===== src/rtl/complex_mse_stream.sv =====
// Streaming complex mean of squared error: mean over 2^L samples of (y - y_hat)^2,
// computed as a complex square (not magnitude), one result per block.

module cmse_lane #(
  parameter int OUT_W = 35,
  parameter int ACC_W = 43,
  parameter int LW    = 4
) (
  input  logic                    i_clk,
  input  logic                    i_arst,
  input  logic signed [OUT_W-1:0] sq,
  input  logic                    load,
  input  logic                    clr,
  input  logic [LW-1:0]           l,
  output logic [OUT_W-1:0]        mean
);
  logic signed [OUT_W-1:0] prod_q;
  logic                    prod_vld;
  logic signed [ACC_W-1:0] acc;

  // mean tracks acc continuously; the FSM picks it up only once acc is final
  always_ff @(posedge i_clk or posedge i_arst) begin
    if (i_arst) begin
      prod_q   <= '0;
      prod_vld <= 1'b0;
      acc      <= '0;
      mean     <= '0;
    end else begin
      if (load) prod_q <= sq;
      prod_vld <= load;
      if (clr)           acc <= '0;
      else if (prod_vld) acc <= acc + ACC_W'(prod_q);
      mean <= OUT_W'(acc >>> l);
    end
  end
endmodule

module complex_mse_stream #(
  parameter  int W          = 16,
  parameter  int LOG2_MAX_N = 8,
  localparam int OUT_W      = 2*W+3,
  localparam int ACC_W      = OUT_W+LOG2_MAX_N,
  localparam int LW         = $clog2(LOG2_MAX_N+1)
) (
  input  logic               i_clk,
  input  logic               i_arst,
  input  logic               i_en,
  input  logic               i_cont,
  input  logic               i_stop,
  input  logic [LW-1:0]      i_log2_samples,
  input  logic               i_valid,
  output logic               o_ready,
  input  logic [2*W-1:0]     i_y,
  input  logic [2*W-1:0]     i_y_hat,
  output logic               o_valid,
  input  logic               i_rdy,
  output logic [2*OUT_W-1:0] o_data
);
  typedef enum logic [1:0] {IDLE, RUN, DRAIN, OUT} state_t;

  state_t                state;
  logic [LOG2_MAX_N:0]   cnt, n_last;
  logic [LW-1:0]         l_q, l_in;
  logic                  cont_q;
  logic [1:0]            dcnt;
  logic                  fire, start;
  logic signed [W:0]     dr, di;
  logic signed [OUT_W-1:0] drx, dix;
  logic [1:0][OUT_W-1:0] sq, mean;

  // W+1 bit difference cannot wrap; extending to OUT_W keeps the square exact
  assign dr  = (W+1)'($signed(i_y[2*W-1:W])) - (W+1)'($signed(i_y_hat[2*W-1:W]));
  assign di  = (W+1)'($signed(i_y[W-1:0]))   - (W+1)'($signed(i_y_hat[W-1:0]));
  assign drx = OUT_W'(dr);
  assign dix = OUT_W'(di);
  assign sq[1] = drx*drx - dix*dix;
  assign sq[0] = (drx*dix) <<< 1;

  assign l_in   = (i_log2_samples > LW'(LOG2_MAX_N)) ? LW'(LOG2_MAX_N) : i_log2_samples;
  assign n_last = ((LOG2_MAX_N+1)'(1) << l_q) - (LOG2_MAX_N+1)'(1);
  assign fire   = o_ready & i_valid & ~i_stop;
  assign start  = ~i_stop & (((state == IDLE) & i_en) |
                             ((state == OUT) & o_valid & i_rdy & cont_q));

  for (genvar g = 0; g < 2; g++) begin : g_lane
    cmse_lane #(.OUT_W(OUT_W), .ACC_W(ACC_W), .LW(LW)) u_lane (
      .i_clk (i_clk),
      .i_arst(i_arst),
      .sq    (sq[g]),
      .load  (fire),
      .clr   (start),
      .l     (l_q),
      .mean  (mean[g])
    );
  end

  // DRAIN: product flush, final accumulate, shifted mean register, then publish
  always_ff @(posedge i_clk or posedge i_arst) begin
    if (i_arst) begin
      state   <= IDLE;
      o_ready <= 1'b0;
      o_valid <= 1'b0;
      o_data  <= '0;
      cnt     <= '0;
      l_q     <= '0;
      cont_q  <= 1'b0;
      dcnt    <= '0;
    end else if (i_stop) begin
      state   <= IDLE;
      o_ready <= 1'b0;
      o_valid <= 1'b0;
    end else begin
      case (state)
        IDLE: if (i_en) begin
          state   <= RUN;
          o_ready <= 1'b1;
          cnt     <= '0;
          l_q     <= l_in;
          cont_q  <= i_cont;
        end
        RUN: if (fire) begin
          cnt <= cnt + 1'b1;
          if (cnt == n_last) begin
            state   <= DRAIN;
            o_ready <= 1'b0;
            dcnt    <= '0;
          end
        end
        DRAIN: begin
          dcnt <= dcnt + 1'b1;
          if (dcnt == 2'd2) begin
            o_data  <= mean;
            o_valid <= 1'b1;
            state   <= OUT;
          end
        end
        OUT: if (i_rdy) begin
          o_valid <= 1'b0;
          if (cont_q) begin
            state   <= RUN;
            o_ready <= 1'b1;
            cnt     <= '0;
          end else begin
            state <= IDLE;
          end
        end
        default: state <= IDLE;
      endcase
    end
  end
endmodule


===== config.mk =====
export PLATFORM = sky130hd
export DESIGN_NAME = complex_mse_stream
export DESIGN_NICKNAME = d
export VERILOG_FILES = /design/src/rtl/complex_mse_stream.sv
export SDC_FILE = /design/constraint.sdc
export NUM_CORES = 2
export LEC_CHECK = 0
export ABC_AREA = 0
export CORE_ASPECT_RATIO = 2
export CORE_MARGIN = 10
export CORE_UTILIZATION = 45
export CTS_BUF_LIST = sky130_fd_sc_hd__clkbuf_2
export DETAILED_ROUTE_END_ITERATION = 6
export PLACE_DENSITY = 0.66
export SLEW_MARGIN = 20
export SYNTH_ARGS = -nofsm -noshare
export SYNTH_HDL_FRONTEND = slang
export SYNTH_SLANG_ARGS = --single-unit
export TNS_END_PERCENT = 30

===== constraint.sdc =====
create_clock -name i_clk -period 11.62 [get_ports i_clk]
set_input_delay 1.162 -clock i_clk [delete_from_list [all_inputs] [get_ports i_clk]]
set_output_delay 1.162 -clock i_clk [all_outputs]
set_load 0.05 [all_outputs]

==> impl_results.rst <==
.. list-table::
   :header-rows: 1

   * - Metric
     - Value
   * - # nets final
     - 6746
   * - Reg2Reg Depth
     - 12
   * - Number of antenna-violating nets in the routed design
     - 0
   * - Distinct cell type count of the synthesized netlist
     - 82
   * - Crit path buf inv count
     - 8
   * - Root Buffer Master
     - clkbuf_2
   * - Clk Latency, worst-skew pair
     - 1.11 ns
   * - Capturing element type of the critical path
     - flip-flop
   * - Post-synth design cell area
     - 0.0505 mm^2
   * - Minimum period implied by the final worst setup slack
     - 10.79 ns
   * - Gr usage total
     - 23.0%
   * - Total global routing overflow
     - 0
   * - Share of layout cells above drive strength 1
     - 7.77%
   * - Max Fclk
     - 92.7 MHz
   * - Overall via count from detail_route
     - 37474
   * - Tightest Pin Transition
     - 1.09 ns
   * - Layout Skew
     - 0.0957 ns
   * - Result of the run
     - complete, no violations
   * - Leading cell types in the layout, fill and taps excluded
     - inv_1 (1080), fa_1 (904), nand2_1 (623)
   * - Number of slew-limit violations in the final report
     - 0
   * - Buffers inserted during post-CTS setup optimization
     - 0
   * - Number of design rule violations left after detail routing
     - 0
   * - Starting DRC count in detailed routing
     - 1967
   * - Mapped Cells
     - 5298
   * - Flip-flop and latch area
     - 0.00790 mm^2
   * - Vias in the first global route
     - 41271
   * - Count of instances resized after the clock tree is built
     - 0
   * - Cell family contributing the most delay on the critical path
     - adder cells
   * - Core outline area
     - 0.111 mm^2
   * - Number of instances on the worst hold path
     - 1
   * - Initial Util
     - 45.4%
   * - Fraction of registers with async set or reset after synthesis
     - 100%
   * - Final setup margin
     - 0.833 ns
   * - Number of buffers created by CTS
     - 61
   * - Combined area of the multi-input logic cells
     - 0.0378 mm^2
   * - Ports placed on the boundary
     - 147
   * - Clock sink count
     - 315
   * - Wire length of the first global-routing pass
     - 225 mm
   * - GPL Wtd Cong
     - 0.995
   * - First-pass DRT Iterations
     - 5
   * - Total number of H-tree levels
     - 2
   * - RSZ-0062 raised after global routing
     - no
   * - Beginning of the worst hold path
     - g_lane[0].u_lane.mean[0]
   * - Die height
     - 494 um
   * - Sequential-to-total area share from yosys stat
     - 15.6%
   * - Worst path arrival time
     - 11.70 ns
   * - Data required, critical path
     - 12.53 ns
   * - Number of enable flip-flop cells after synthesis
     - 0
   * - Most used flip-flop cell after synthesis
     - dfrtp_1
   * - Launch point of the worst reg-to-reg path
     - l_q[0]
   * - Type of element launching the critical path
     - input pin
   * - Antenna violations before repair
     - 1
   * - Endpoints failing setup
     - 0
   * - Post-detail-place hpwl
     - 120 mm
   * - Maximum capacitance violations
     - 0
   * - Pre-CTS setup slack
     - -0.100 ns
   * - Clk pin slew, worst setup/hold paths
     - 0.13 ns
   * - FILL cells
     - 10497
   * - Count of input and output buffers
     - 146
   * - Register-to-register setup slack
     - 7.79 ns
   * - Class of the most critical hold timing path
     - reg -> reg
   * - Crit Reg-Reg Endpoint
     - state[0]
   * - Final wirelength
     - 144 mm
   * - Hold-fix buffer count after cts
     - 0
   * - Slew HR
     - 27.1%
   * - Synth Register Bits
     - 315
   * - Number of buffers on the longest clock path
     - 3
   * - Nets in the synthesized netlist
     - 6639
   * - Layout-stage area growth over the synthesis result
     - 8.13%
   * - Kind of critical path
     - in -> reg
   * - Die area
     - 0.127 mm^2
   * - Endpoint, Worst Hold
     - o_data[0]
   * - Pin count of the biggest net entering global routing
     - 155
   * - Stage delay of the slowest cell on the critical path
     - 0.64 ns
   * - Die width
     - 257 um
   * - TritonCTS clock tree
     - built
   * - Largest fanout on the critical path
     - 5
   * - Std cell rows
     - 173
   * - Final Cycle Share
     - 92.8%
   * - Mean area per synthesized cell
     - 9.52 um^2
   * - Hold violation total from the final report
     - 0
   * - Total number of yosys warnings
     - 0
   * - Most frequent standard cell in the layout excluding fill and tap cells
     - inv_1
   * - Average wire per standard cell
     - 20.7 um
   * - Most repeated library cell on the critical path
     - fa_1
   * - CP max stage cell
     - a21boi_1
   * - Via-to-Cell Ratio
     - 5.40
## per-stage QoR
step	instance area [um^2]	TNS (ns)	std cells	hold WS, ns	util, %
after floorplan	50500	0	5298	0.443	-
after global placement	53900	-0.00770	6829	0.457	48.4
after detailed placement	53900	-0.166	6829	0.462	48.4
after CTS	54600	0	6942	0.454	49.0
after global routing	54600	0	6943	0.490	49.0
final	54600	0	6943	0.475	49.0
## area by class of cell
| type | count | area share (%) |
|---|---|---|
| clock buffers | 73 | 0.670 |
| multi-input cells | 3682 | 69.2 |
| diodes | 1 | 0.00459 |
| well taps | 1487 | 3.41 |
| clock inverters | 40 | 0.571 |
| inverters | 1097 | 7.56 |
| repair buffers | 248 | 4.11 |
| flip-flops and latches | 315 | 14.5 |
## metal layers
layer	global-route usage (%)	up-vias	wire, um
met5	0	-	0
met4	18.9	0	13800
met3	2.17	523	5180
met2	43.8	1086	78800
met1	21.9	19036	45800
li1	-	16829	-
## worst max-delay path by stage
stage / startpoint / endpoint / slack (ns) / cells after the start
floorplan: i_y[16] / g_lane[1].u_lane.prod_q[33] / 1.50 / 38
global placement: i_y_hat[17] / g_lane[1].u_lane.prod_q[33] / -0.008 / 39
detailed placement: i_y_hat[17] / g_lane[1].u_lane.prod_q[33] / -0.10 / 39
CTS: i_y_hat[17] / g_lane[1].u_lane.prod_q[33] / 1.01 / 39
global route: i_y_hat[17] / g_lane[1].u_lane.prod_q[33] / 0.38 / 39
finish: i_y_hat[17] / g_lane[1].u_lane.prod_q[33] / 0.83 / 39
## synthesized netlist by cell type (all sizes together), types with 45 or more instances
cell    instances  share of area (%)
mux2i         104                2.1
o21ai         167                1.7
dfrtp         315                 16
inv          1090                8.1
nand2         623                4.6
mux2           82                1.8
a21o           72                1.1
fa            904                 36
ha            362                9.0
xnor2         124                2.2
xor2           70                1.2
clkbuf        163                1.2
mux4           79                3.5
a31oi          45               0.58
a21oi         181                1.8
nor2          446                3.3
## kinds of logic (layout without fill, tap and decap cells)
kind of cell | count (synthesis) | after routing | synth area share (%)
buf+inv | 1301 | 1458 | 9.72
fa+ha+maj | 1266 | 1266 | 44.8
simple gates | 1316 | 1316 | 10.9
other cells | 1 | 2 | 0.00743
xor+xnor | 194 | 194 | 3.40
flops | 315 | 315 | 15.6
compound gates | 640 | 640 | 8.06
mux | 265 | 265 | 7.42
## state kept, by name, indices dropped and copies added (netlist names), 2 cells and up
name                  count
o_data                   70
g_lane.u_lane.mean       70
cnt                       9
g_lane.u_lane.acc        85
g_lane.u_lane.prod_q     69
dcnt                      2
state                     2
l_q                       4
Power is not shown: default switching activity piles up to over one toggle a cycle in this logic, so the estimate is an artifact.
